===== src/rtl/uart_tx_drain_if.sv =====
// FIFO read-port bundle between the buffered-UART fifo and its serial drain.
// The drain side (master) issues pops; the fifo side (slave) returns flags and registered data.
interface uart_tx_drain_if #(
    parameter int DATA_WIDTH = 8
);
    logic                  fifo_empty;
    logic                  fifo_read_enable;
    logic [DATA_WIDTH-1:0] fifo_data_out;

    modport master (
        input  fifo_empty,
        output fifo_read_enable,
        input  fifo_data_out
    );

    modport slave (
        output fifo_empty,
        input  fifo_read_enable,
        output fifo_data_out
    );
endinterface


===== src/rtl/uart_tx_drain.sv =====
// Pops one byte per frame from the fifo and shifts it out as 8N1/8N2, LSB first; start bit 2 cycles after the pop.
// Never pops while a frame is in flight, so the fifo absorbs producer bursts; fifo_empty is only looked at in IDLE.
module uart_tx_drain #(
    parameter int DATA_WIDTH     = 8,
    parameter int CLOCKS_PER_BIT = 868,
    parameter int STOP_BITS      = 1
) (
    input  logic            clock,
    input  logic            reset,
    uart_tx_drain_if.master fifo,
    output logic            tx,
    output logic            busy,
    output logic            frame_done
);
    localparam int BAUD_W = (CLOCKS_PER_BIT > 1) ? $clog2(CLOCKS_PER_BIT) : 1;
    localparam int IDX_W  = $clog2(DATA_WIDTH + 1);
    localparam int STOP_W = (STOP_BITS > 1) ? $clog2(STOP_BITS) : 1;

    localparam logic [BAUD_W-1:0] BAUD_LAST = BAUD_W'(CLOCKS_PER_BIT - 1);
    localparam logic [IDX_W-1:0]  IDX_LAST  = IDX_W'(DATA_WIDTH - 1);
    localparam logic [STOP_W-1:0] STOP_LAST = STOP_W'(STOP_BITS - 1);

    typedef enum logic [2:0] {
        IDLE,
        FETCH,
        START,
        DATA,
        STOP
    } state_t;

    state_t                state, state_d;
    logic [DATA_WIDTH-1:0] shift, shift_d;
    logic [BAUD_W-1:0]     baud_cnt, baud_d;
    logic [IDX_W-1:0]      bit_idx, bit_idx_d;
    logic [STOP_W-1:0]     stop_cnt, stop_d;
    logic                  tx_d;
    logic                  pop;
    logic                  baud_last;

    assign baud_last             = (baud_cnt == BAUD_LAST);
    assign fifo.fifo_read_enable = pop;
    assign busy                  = (state != IDLE) || pop;

    always_comb begin
        state_d    = state;
        shift_d    = shift;
        baud_d     = baud_cnt;
        bit_idx_d  = bit_idx;
        stop_d     = stop_cnt;
        tx_d       = tx;
        pop        = 1'b0;
        frame_done = 1'b0;

        case (state)
            IDLE: begin
                tx_d = 1'b1;
                if (!fifo.fifo_empty && !reset) begin
                    pop     = 1'b1;
                    state_d = FETCH;
                end
            end
            // Read data is registered in the fifo, so it lands here one cycle after the pop.
            FETCH: begin
                shift_d   = fifo.fifo_data_out;
                tx_d      = 1'b0;
                baud_d    = '0;
                bit_idx_d = '0;
                state_d   = START;
            end
            START: begin
                if (baud_last) begin
                    baud_d  = '0;
                    tx_d    = shift[0];
                    state_d = DATA;
                end else begin
                    baud_d = baud_cnt + 1'b1;
                end
            end
            DATA: begin
                if (baud_last) begin
                    baud_d    = '0;
                    bit_idx_d = bit_idx + 1'b1;
                    shift_d   = shift >> 1;
                    if (bit_idx == IDX_LAST) begin
                        tx_d    = 1'b1;
                        stop_d  = '0;
                        state_d = STOP;
                    end else begin
                        tx_d = shift_d[0];
                    end
                end else begin
                    baud_d = baud_cnt + 1'b1;
                end
            end
            STOP: begin
                if (baud_last) begin
                    baud_d = '0;
                    if (stop_cnt == STOP_LAST) begin
                        frame_done = 1'b1;
                        state_d    = IDLE;
                    end else begin
                        stop_d = stop_cnt + 1'b1;
                    end
                end else begin
                    baud_d = baud_cnt + 1'b1;
                end
            end
            default: state_d = IDLE;
        endcase
    end

    // A reset mid-frame drops the popped byte; the fifo has already advanced past it.
    always_ff @(posedge clock) begin
        if (reset) begin
            state    <= IDLE;
            tx       <= 1'b1;
            shift    <= '0;
            baud_cnt <= '0;
            bit_idx  <= '0;
            stop_cnt <= '0;
        end else begin
            state    <= state_d;
            tx       <= tx_d;
            shift    <= shift_d;
            baud_cnt <= baud_d;
            bit_idx  <= bit_idx_d;
            stop_cnt <= stop_d;
        end
    end
endmodule


===== src/flat_wrapper.sv =====
// flat-port wrapper written by rule: the top's interface ports become plain ports
module uart_tx_drain_flat 
#(
    parameter int DATA_WIDTH     = 8,
    parameter int CLOCKS_PER_BIT = 868,
    parameter int STOP_BITS      = 1
)
  (clock, reset, tx, busy, frame_done, fifo_fifo_empty, fifo_fifo_read_enable, fifo_fifo_data_out);
  uart_tx_drain_if #(.DATA_WIDTH(DATA_WIDTH)) fifo_i ();
  input  logic clock;
  input  logic reset;
  output logic tx;
  output logic busy;
  output logic frame_done;
  input wire logic [$bits(fifo_i.fifo_empty)-1:0] fifo_fifo_empty;
  output wire logic [$bits(fifo_i.fifo_read_enable)-1:0] fifo_fifo_read_enable;
  input wire logic [$bits(fifo_i.fifo_data_out)-1:0] fifo_fifo_data_out;
  assign fifo_i.fifo_empty = fifo_fifo_empty;
  assign fifo_fifo_read_enable = fifo_i.fifo_read_enable;
  assign fifo_i.fifo_data_out = fifo_fifo_data_out;
  uart_tx_drain #(.DATA_WIDTH(DATA_WIDTH), .CLOCKS_PER_BIT(CLOCKS_PER_BIT), .STOP_BITS(STOP_BITS)) u_core (.clock(clock), .reset(reset), .fifo(fifo_i), .tx(tx), .busy(busy), .frame_done(frame_done));
endmodule

===== config.mk =====
export PLATFORM = sky130hd
export DESIGN_NAME = uart_tx_drain_flat
export DESIGN_NICKNAME = d
export VERILOG_FILES = /design/src/rtl/uart_tx_drain_if.sv /design/src/rtl/uart_tx_drain.sv /design/src/flat_wrapper.sv
export SDC_FILE = /design/constraint.sdc
export NUM_CORES = 1
export LEC_CHECK = 0
export ABC_AREA = 1
export BUFFER_PORTS_ARGS = -buffer_cell sky130_fd_sc_hd__buf_2
export CORE_MARGIN = 1.5
export CORE_UTILIZATION = 52
export DETAILED_ROUTE_END_ITERATION = 16
export HOLD_SLACK_MARGIN = 0.05
export PLACE_DENSITY_LB_ADDON = 0.2
export SKIP_CTS_REPAIR_TIMING = 1
export SLEW_MARGIN = 20
export SYNTH_ARGS = -nofsm -noshare
export SYNTH_HDL_FRONTEND = slang
export SYNTH_SLANG_ARGS = --single-unit

===== constraint.sdc =====
create_clock -name clock -period 1.6 [get_ports clock]
set_clock_uncertainty 0.15 [all_clocks]
set_input_delay 0.24 -clock clock [delete_from_list [all_inputs] [get_ports clock]]
set_output_delay 0.24 -clock clock [all_outputs]
set_load 0.01 [all_outputs]

======== Word-level counts from Yosys, hierarchy flattened ========
Index checks and enable logic that the tools add are counted.
storage, ports and cells
  flip-flop bits (word level) ............. 27
  input port bits ......................... 11
  output and inout port bits .............. 4
  word-level logic and storage cells ...... 63
cells by class
  $add $sub $neg .......................... 3
  multiplexer cells ....................... 27
  reductions and logical operators ........ 15
  equality and inequality tests ........... 12
operator list
  kind                     count
  $pmux W10 S2             1
  $mux W3                  6
  $pmux W8 S2              1
  $pmux W3 S5              1
  $mux W1                  12
  $add A10 B1 Y10 const B  1
  $eq A10 B10 Y1 const B   1
  $mux W10                 1
  $ne A2 B1 Y1 const B     5
  $mux W8                  1
  $pmux W4 S2              1
  $eq A3 B2 Y1 const B     2
  $reduce_and A6 Y1        1
  $reduce_bool A2 Y1       3
  $add A4 B1 Y4 const B    1
  $eq A4 B3 Y1 const B     1
  $mux W4                  1
  $pmux W1 S4              1
  $reduce_and A4 Y1        1
  $reduce_bool A4 Y1       1
  $eq A3 B1 Y1 const B     1
  $eq A3 B3 Y1 const B     1
  $logic_not A3 Y1         1
  $reduce_and A3 Y1        1
  9 further kinds          10

======== Logic depth before layout (Yosys ltp) ========
Gate-level depths: netlist (run 1).
  depth after elaboration ................. 5
  gate-level depth with buffers ........... 10

======== Worst setup path after synthesis (run 1) ========
No wires, ideal clock.
  kind .................................... register -> register
  start ................................... register u_core.baud_cnt[0]
  end ..................................... register u_core.shift[1]
  setup slack ............................. 0.063 ns
  stages on the path, launching flop included .. 10
  arrival ................................. 1.271 ns
  setup time .............................. 0.116 ns
  buffers on the path ..................... 1
  cell sequence ........................... dfxtp_1 ha_1 nand2_1 nor2_1 nand3_2 nand2_1 nand2_1 buf_6 o21ai_0 nor2_1
between the ends
  longest elaborated chain between the ends .. 3
ends and longest elaborated chain
  what                                RTL line              text
  from (decl)                         uart_tx_drain.sv:33   logic [BAUD_W-1:0] baud_cnt, baud_d;
  from (signal assigned)              uart_tx_drain.sv:125  baud_cnt <= baud_d;
  $eq A10 B10 Y1                      uart_tx_drain.sv:40   assign baud_last = (baud_cnt == BAUD_LAST);
  $ne A2 B1 Y1 (no source line)       n/a
  $reduce_and A2 Y1 (no source line)  n/a
  to (signal assigned)                uart_tx_drain.sv:124  shift <= shift_d;
  to (decl)                           uart_tx_drain.sv:32   logic [DATA_WIDTH-1:0] shift, shift_d;
No other way between the ends.
A chain may end at the register's enable or synchronous reset.

======== Worst setup path in the final report (run 1) ========
  start ................................... register u_core.baud_cnt[1]
  end ..................................... output frame_done
between the ends
  longest elaborated chain between the ends .. 3
ends and longest elaborated chain
  what            RTL line             text
  $eq A10 B10 Y1  uart_tx_drain.sv:40
  $mux W1         uart_tx_drain.sv:96  if (baud_last) begin
  $mux W1         uart_tx_drain.sv:54  case (state)
  to (decl)       flat_wrapper.sv:14   output logic frame_done;
No other way between the ends.

==> metrics.md, run 1 <==
| Metric | Value |
|---|---|
| Clock tree sinks | `26` |
| Worst-case hold slack | `0.0654 ns` |
| Hold Violations, Final | `0` |
| WL/cell | `12.6 um` |
| VDD IR max | `1.02 mV` |
| Vias in the first global route | `1373` |
| Most frequent cell after synthesis | `nand2_1` |
| Synthesized net count | `251` |
| Syn_area_per_cell | `6.44 um^2` |
| Reg clk slew, reported paths | `0.15 ns` |
| Ys flop type | `dfxtp_1` |
| Worst path required time | `1.21 ns` |
| Clock Latency Late Sink | `0.34 ns` |
| Number of I/O port buffers | `14` |
| Initial antenna violation count | `0` |
| Die area | `3280 um^2` |
| Area leader, netlist | `dfxtp_1` |
| Synthesized instance count | `238` |
| Slew Viols, Final | `0` |
| Static leakage | `0.846 nW` |
| Nets | `290` |
| Area share of the largest cell type after synthesis | `0.340` |
| Post-synth EDFFs | `0` |
| Die span in y | `57.3 um` |
| Element type at the critical path end | `output pin` |
| Die X | `57.3 um` |
| Fmax | `0.538 GHz` |
| Antenna viol nets, final | `0` |
| First-pass GRT wire length | `5.88 mm` |
| Final Power | `2.06 mW` |
| Final min period | `1.86 ns` |
| WL final | `3.87 mm` |
| I/O pin count | `15` |
| Sequential cell area fraction in the yosys report | `0.340` |
| Bufs and invs on worst path | `2` |
| Hpwl dp | `2.58 mm` |
| DRC | `0` |
| Root buf cell | `clkbuf_4` |
| CP max stage delay | `0.39 ns` |
| Initial DRC count | `130` |
| Via count | `1639` |
| Relative slew slack | `0.686` |
| Pin slew with the least headroom to its limit | `0.471 ns` |
| Setup-failing EPs final | `23` |
| Distinct cell type count after synthesis | `30` |
| CP delay by family, top | `flip-flops` |
| CTS tree | `done` |
| DR vias/cell | `5.34` |
| Critical path class | `flip-flop to output pin` |
| N_diodes | `0` |
| Synth top cells by count | `70 x nand2_1, 37 x nor2_1, 26 x dfxtp_1, 20 x nand3_1, 19 x inv_1` |
| CP Launch Type | `flip-flop` |
| Ratio of cells with drive above 1 in the final layout | `0.315` |
| Core area | `2780 um^2` |
| Largest net degree at the start of global routing | `17` |
| Synth-to-layout area growth | `28.7%` |
| Initial Utilization | `0.551` |
| Crit path arrival time | `1.47 ns` |
| Failing checks | `setup timing` |
| PwrDens | `1040 nW/um^2` |
| GRT Overall Usage | `0.228` |
| CTS Buf Count | `3` |
| Status | `complete, but fails checks` |
| Top post-synthesis cells by area | `dfxtp_1 34%, nand2_1 17%, nor2_1 9.1%, nand3_1 6.5%, o21ai_0 5.2%` |
| Final Cycle Share | `1.16` |
| TritonRoute pass-1 iters | `6` |
| RSZ-0062 raised after global routing | `true` |
| Core Rows | `19` |
| HP Class | `input port to flip-flop` |
| Final worst setup slack | `-0.260 ns` |
| Synthesized area | `1530 um^2` |
| Final core utilization | `0.709` |
| Worst path slowest cell | `dfxtp_2` |
| Worst-path maximum fanout | `2` |
| Crit-path cells | `ha_4 -> nand2_2 -> buf_6 -> nor2_4 -> nand3_2 -> nor2_1 -> buf_2` |
| H-Tree Depth | `1` |
| Flops & latches, synth | `26` |
| Clock buffer depth | `2` |
| Gp weighted congestion | `0.892` |
| Fraction of registers with async set or reset after synthesis | `0` |
| Warnings, synthesis | `0` |
| Setup TNS | `-1.39 ns` |
| Max-cap viol count | `0` |
| Filler cells | `229` |
| Overflow after GRT | `0` |
## sequential cells by signal, indices dropped and copies added, names as in the netlist
signal and count:
u_core.state 3, u_core.tx 1, u_core.shift 8, u_core.baud_cnt 10, u_core.bit_idx 4
## final cells by class
cell class / count / area, um^2 / area share
inverter: 23 / 88.8 / 0.0451
timing repair buffer: 41 / 293 / 0.148
tap: 31 / 38.8 / 0.0197
multi-input combinational: 182 / 966 / 0.490
clock buffer: 3 / 22.5 / 0.0114
sequential: 26 / 533 / 0.270
clock inverter: 1 / 30.0 / 0.0152
## final timing paths
kind	from	depth (start not counted)	slack, ns	endpoint
worst max-delay path	u_core.baud_cnt[1]	7	-0.26	frame_done
worst min-delay path	fifo_fifo_data_out[3]	5	0.07	u_core.shift[3]
worst max register to register	u_core.baud_cnt[1]	10	-0.09	u_core.baud_cnt[2]
worst min register to register	u_core.shift[7]	2	0.33	u_core.shift[7]
## worst reg2reg max path, delay by kind of cell (launching register included)
family | cells | cell delay (ns)
AO/OA/AOI/OAI | 2 | 0.26
adder cells (fa/ha/maj) | 1 | 0.16
flip-flops | 1 | 0.37
AND/OR/NAND/NOR | 4 | 0.39
buffers and inverters | 3 | 0.31
## power by group
part	switching [mW]	internal (mW)	total, mW
logic	0.452	0.308	0.760
registers	0.0830	0.744	0.827
clock network	0.216	0.254	0.470
## through the flow
step / area, um^2 / std cells / setup slack, ns
finish: 1970 / 307 / -0.260
global route: 1970 / 307 / -0.320
CTS: 1790 / 300 / -0.299
detailed placement: 1740 / 296 / -0.0375
global placement: 1740 / 296 / 0.0113
floorplan: 1530 / 238 / 0.0631
## kinds of logic after synthesis
group	synth area share
AND/OR/NAND/NOR	0.410
AO/OA/AOI/OAI	0.137
buffers and inverters	0.0914
flip-flops	0.340
adder cells (fa/ha/maj)	0.0163
XOR/XNOR	0.00572
## routing by layer
| metal | wire length [um] | vias up | global-route usage |
|---|---|---|---|
| met4 | 53 | 0 | 0.0797 |
| li1 | - | 838 | - |
| met1 | 1840 | 753 | 0.343 |
| met2 | 1830 | 43 | 0.342 |
| met5 | 0 | - | 0 |
| met3 | 137 | 5 | 0.0204 |
## layout by cell type, fill, tap and decap left out, types with 2 or more instances in the layout
cell type	count
nor2_1	33
dlygate4sd3_1	2
o21ai_1	4
a21oi_1	10
dfxtp_2	4
nor2_4	5
a21oi_2	6
dfxtp_1	20
buf_4	21
nand3_1	17
clkbuf_4	3
nor2_2	2
inv_2	6
dfxtp_4	2
nand2_1	65
nand4_1	2
nand2_4	2
o21ai_0	13
nand3_2	4
inv_1	16
buf_2	14
nand2_2	7
buf_6	4
Note: power is estimated with default switching activity, not from simulation.
==> run 2, diff against run 1 <==
- CELL_PAD_IN_SITES_DETAIL_PLACEMENT: not set -> 0
- CELL_PAD_IN_SITES_GLOBAL_PLACEMENT: not set -> 1
- CORE_UTILIZATION: 52 -> 41
- clock period: 1.6 -> 2.1 ns (I/O delays scaled with it)
==> metrics.md, run 2 (synthesis gave the netlist of run 1 again) <==
| Metric | Value |
|---|---|
| Status | `finished, final reports clean` |
| First-pass GRT wire length | `6.34 mm (+7.9%)` |
| Relative slew slack | `0.642 (-0.0439)` |
| Worst-case hold slack | `0.171 ns (+0.106 ns)` |
| Final core utilization | `0.469 (-0.240)` |
| Clock Latency Late Sink | `0.27 ns (-0.07 ns)` |
| Hold Violations, Final | `0 (unchanged)` |
| H-Tree Depth | `1 (unchanged)` |
| WL/cell | `11.7 um (-7.3%)` |
| Initial DRC count | `67 (-48%)` |
| Largest net degree at the start of global routing | `17 (unchanged)` |
| Die area | `4110 um^2 (+25%)` |
| VDD IR max | `0.311 mV (-69%)` |
| Overflow after GRT | `0 (unchanged)` |
| Core area | `3630 um^2 (+31%)` |
| CP delay by family, top | `flip-flops` |
| Clock buffer depth | `2 (unchanged)` |
| Nets | `266 (-8.3%)` |
| Dpl cells | `296 (unchanged)` |
| Final worst setup slack | `0.223 ns (+0.483 ns)` |
| Synth-to-layout area growth | `11.1%` |
| Bufs and invs on worst path | `2 (unchanged)` |
| Gp weighted congestion | `0.825 (-7.6%)` |
| Worst-path maximum fanout | `6 (+4)` |
| Ratio of cells with drive above 1 in the final layout | `0.151 (-0.164)` |
| Critical path class | `flip-flop to output pin` |
| Die X | `64.1 um (+12%)` |
| Most frequent cells in the layout | `70 x nand2_1, 37 x nor2_1, 26 x dfxtp_1` |
| CTS Buf Count | `3 (unchanged)` |
| Commonest non-fill, non-tap cell in the layout | `nand2_1` |
| Non-Filler Instances | `300 (-2.3%)` |
| Multi-input logic area | `872 um^2 (-9.7%)` |
| Worst R2R Path Depth | `8 (-2)` |
| Final Cycle Share | `0.894` |
| HP Class | `input port to flip-flop` |
| Hpwl dp | `2.54 mm (-1.4%)` |
| Biggest regs | `u_core.baud_cnt (10), u_core.shift (8), u_core.bit_idx (4)` |
| Initial antenna violation count | `0 (unchanged)` |
| Initial Utilization | `0.422 (-0.129)` |
| Antenna viol nets, final | `0 (unchanged)` |
| CP max stage delay | `0.49 ns (+0.10 ns)` |
| Worst path slowest cell | `dfxtp_1` |
| Static leakage | `0.719 nW (-15%)` |
| Crit path arrival time | `1.41 ns (-0.06 ns)` |
| Element type at the critical path end | `output pin` |
| N_diodes | `0 (unchanged)` |
| Hold Path Stages | `3 (-2)` |
| Path length in cells of the critical path | `3 (-4)` |
| Register area | `520 um^2 (-2.3%)` |
| I/O pin count | `15 (unchanged)` |
| Filler cells | `399 (+74%)` |
| Dpl ws | `0.330 ns (+0.368 ns)` |
| Root buf cell | `clkbuf_8` |
| Final min period | `1.88 ns` |
| Worst path required time | `1.63 ns (+0.42 ns)` |
| RSZ-0062 raised after global routing | `false` |
| Setup TNS | `0 ns (+1.39 ns)` |
| Via count | `1448 (-12%)` |
| CTS tree | `done` |
| WL final | `3.50 mm (-9.4%)` |
| Max reg flops | `10 (unchanged)` |
| Clock tree sinks | `26 (unchanged)` |
| Core Rows | `22 (+3)` |
| Crit-path cells | `inv_1 -> o211ai_1 -> buf_2` |
| Max-cap viol count | `0 (unchanged)` |
| TritonRoute pass-1 iters | `4 (-2)` |
| DR vias/cell | `4.83 (-9.6%)` |
| Fmax | `0.533 GHz` |
| Reg clk slew, reported paths | `0.10 ns (-0.05 ns)` |
| Biggest register | `u_core.baud_cnt` |
| CP Launch Type | `flip-flop` |
| DRC | `0 (unchanged)` |
| Number of I/O port buffers | `14 (unchanged)` |
| Die span in y | `64.1 um (+12%)` |
| PwrDens | `876 nW/um^2 (-16%)` |
| Pin slew with the least headroom to its limit | `0.536 ns (+0.0658 ns)` |
| GRT Overall Usage | `0.191 (-0.0364)` |
| Vias in the first global route | `1400 (+2.0%)` |
| Setup-failing EPs final | `0 (-100%)` |
| Slew Viols, Final | `0 (unchanged)` |
run 2: tightest hold or removal path: stages:
cell,delay (ns)
buf_2,0.10
nand3_1,0.07
a21oi_1,0.06
run 2: path summary, 6_finish.rpt:
check | start | to | slack [ns]
max | u_core.state[1] | busy | 0.22
min | fifo_fifo_data_out[7] | u_core.shift[7] | 0.17
max reg2reg | u_core.baud_cnt[0] | u_core.shift[0] | 0.32
min reg2reg | u_core.tx | u_core.tx | 0.33
run 2: layer usage:
layer / part of all wire / GRT usage
met1: 0.53 / 0.278
met2: 0.42 / 0.303
met3: 0.040 / 0.0264
met4: 0.0054 / 0.0372
met5: 0 / 0
run 2: stage by stage:
| stage | total power, mW | cell area (um^2) |
|---|---|---|
| 6_report | 1.49 | 1700 |
| 5_1_grt | 1.60 | 1700 |
| 2_1_floorplan | 0.983 | 1530 |
| 3_3_place_gp | 1.09 | 1630 |
| 3_5_place_dp | 1.08 | 1630 |
| 4_1_cts | 1.50 | 1700 |
run 2: power breakdown:
group / switching (mW) / internal [mW] / leakage [nW] / total, mW
combinational: 0.294 / 0.156 / 0.472 / 0.451
sequential: 0.0549 / 0.562 / 0.212 / 0.617
clock: 0.168 / 0.255 / 0.0357 / 0.424
total: 0.518 / 0.974 / 0.719 / 1.49
run 2: layout make-up:
| cell class | count | share of cell area |
|---|---|---|
| clock buffer | 3 | 0.0242 |
| clock inverter | 1 | 0.0176 |
| inverter | 23 | 0.0507 |
| multi-input combinational | 182 | 0.512 |
| sequential | 26 | 0.306 |
| tap | 48 | 0.0353 |
| timing repair buffer | 17 | 0.0544 |
==> run 3, diff against run 2 <==
- CORE_UTILIZATION: 41 -> 44
- clock period: 2.1 -> 2.2 ns (I/O delays scaled with it)
==> metrics.md, run 3 (synthesis gave the netlist of run 1 again) <==
| Metric | Value |
|---|---|
| Status | `finished, final reports clean` |
| CTS Buf Count | `3 (unchanged)` |
| Critical path class | `flip-flop to output pin` |
| TritonRoute pass-1 iters | `4 (unchanged)` |
| Final min period | `1.97 ns` |
| Setup-failing EPs final | `0 (unchanged)` |
| Largest net degree at the start of global routing | `17 (unchanged)` |
| Clock Latency Late Sink | `0.33 ns (+0.06 ns)` |
| HP Class | `input port to flip-flop` |
| First-pass GRT wire length | `5.44 mm (-14%)` |
| WL/cell | `11.5 um (-1.2%)` |
| Relative slew slack | `0.628 (-0.0138)` |
| Max reg flops | `10 (unchanged)` |
| Fmax | `0.509 GHz` |
| Biggest register | `u_core.baud_cnt` |
| Clock buffer depth | `2 (unchanged)` |
| Max-cap viol count | `0 (unchanged)` |
| Antenna viol nets, final | `0 (unchanged)` |
| PwrDens | `807 nW/um^2 (-7.9%)` |
| DRC | `0 (unchanged)` |
| Initial Utilization | `0.459 (+0.0375)` |
| WL final | `3.42 mm (-2.2%)` |
| Hold Path Stages | `3 (unchanged)` |
| Setup TNS | `0 ns (unchanged)` |
| Synth-to-layout area growth | `9.22%` |
| DP Area | `1620 um^2 (-0.61%)` |
| GRT Overall Usage | `0.190 (-0.00157)` |
| Static leakage | `0.706 nW (-1.8%)` |
| Hold Violations, Final | `0 (unchanged)` |
| Core area | `3340 um^2 (-8.2%)` |
| Worst-case hold slack | `0.115 ns (-0.0564 ns)` |
| Most frequent cells in the layout | `70 x nand2_1, 37 x nor2_1, 26 x dfxtp_1` |
| Core Rows | `21 (-4.5%)` |
| Crit path arrival time | `1.49 ns (+0.08 ns)` |
| Biggest regs | `u_core.baud_cnt (10), u_core.shift (8), u_core.bit_idx (4)` |
| Die area | `3850 um^2 (-6.5%)` |
| CP Launch Type | `flip-flop` |
| Final worst setup slack | `0.235 ns (+0.0118 ns)` |
| Overflow after GRT | `0 (unchanged)` |
| N_diodes | `0 (unchanged)` |
| Via count | `1444 (-0.28%)` |
| H-Tree Depth | `1 (unchanged)` |
| Dpl ws | `0.370 ns (+0.0393 ns)` |
| DR vias/cell | `4.86 (+0.73%)` |
| Ratio of cells with drive above 1 in the final layout | `0.147 (-0.00338)` |
| Slew Viols, Final | `0 (unchanged)` |
| Number of I/O port buffers | `14 (unchanged)` |
| Gp weighted congestion | `0.843 (+2.2%)` |
| Clock tree sinks | `26 (unchanged)` |
| R2r setup slk | `0.36 ns (+0.04 ns)` |
| CTS tree | `done` |
| I/O pin count | `15 (unchanged)` |
| Pin slew with the least headroom to its limit | `0.557 ns (+0.0206 ns)` |
| Hpwl dp | `2.49 mm (-1.9%)` |
| Vias in the first global route | `1199 (-14%)` |
| Worst path required time | `1.72 ns (+0.09 ns)` |
| Initial DRC count | `102 (+52%)` |
| Root buf cell | `clkbuf_4` |
| Nets | `265 (-0.38%)` |
| RSZ-0062 raised after global routing | `false` |
| Die span in y | `62.0 um (-3.3%)` |
| Element type at the critical path end | `output pin` |
| Commonest non-fill, non-tap cell in the layout | `nand2_1` |
| Design Area, Final | `1670 um^2 (-1.7%)` |
| VDD IR max | `0.282 mV (-9.2%)` |
| Filler cells | `353 (-12%)` |
| Worst R2R Path Depth | `8 (unchanged)` |
| Initial antenna violation count | `0 (unchanged)` |
| Reg clk slew, reported paths | `0.16 ns (+0.06 ns)` |
| Die X | `62.0 um (-3.3%)` |
| Worst-path maximum fanout | `6 (unchanged)` |
| Final Cycle Share | `0.893` |
==> run 3: cell types whose count changed in the layout (fill, tap and decap cells not counted) <==
cell	change
buf_4	-1
clkbuf_8	-3
clkbuf_4	+3
==> run 3: metrics by stage <==
stage | util | cells | power (mW)
2_1_floorplan | - | 238 | 0.938
3_3_place_gp | 0.486 | 293 | 1.04
3_5_place_dp | 0.486 | 293 | 1.03
4_1_cts | 0.502 | 297 | 1.37
5_1_grt | 0.502 | 297 | 1.45
6_report | 0.502 | 297 | 1.35
==> run 3: worst paths after layout <==
| kind | from | end |
|---|---|---|
| worst max-delay path | u_core.state[1] | busy |
| worst min-delay path | fifo_fifo_data_out[7] | u_core.shift[7] |
| worst max register to register | u_core.baud_cnt[0] | u_core.shift[6] |
| worst min register to register | u_core.shift[7] | u_core.shift[7] |
==> run 3: worst max-delay path: stages (launching register included) <==
cell and delay (ns):
dfxtp_1 0.51, inv_1 0.14, o211ai_1 0.27, buf_2 0.23
==> run 3: metal layers <==
layer  track usage  up-vias  routed length, um
met2         0.263       32               1310
met5             0        -                  0
met1         0.301      619               1940
met3        0.0207        4                130
met4        0.0608        0                 39
li1              -      789                  -
==> run 3: layout make-up <==
| cell class | count | area (um^2) | share of cell area |
|---|---|---|---|
| Multi-Input combinational cell | 182 | 872 | 0.521 |
| Clock buffer | 3 | 22.5 | 0.0135 |
| Clock inverter | 1 | 30.0 | 0.0179 |
| Tap cell | 46 | 57.6 | 0.0344 |
| Sequential cell | 26 | 520 | 0.311 |
| Inverter | 23 | 86.3 | 0.0516 |
| Timing Repair Buffer | 16 | 85.1 | 0.0508 |
==> run 3: report_power, final <==
part / switching, mW / internal (mW)
combinational: 0.280 / 0.143
sequential: 0.0515 / 0.537
clock: 0.155 / 0.184
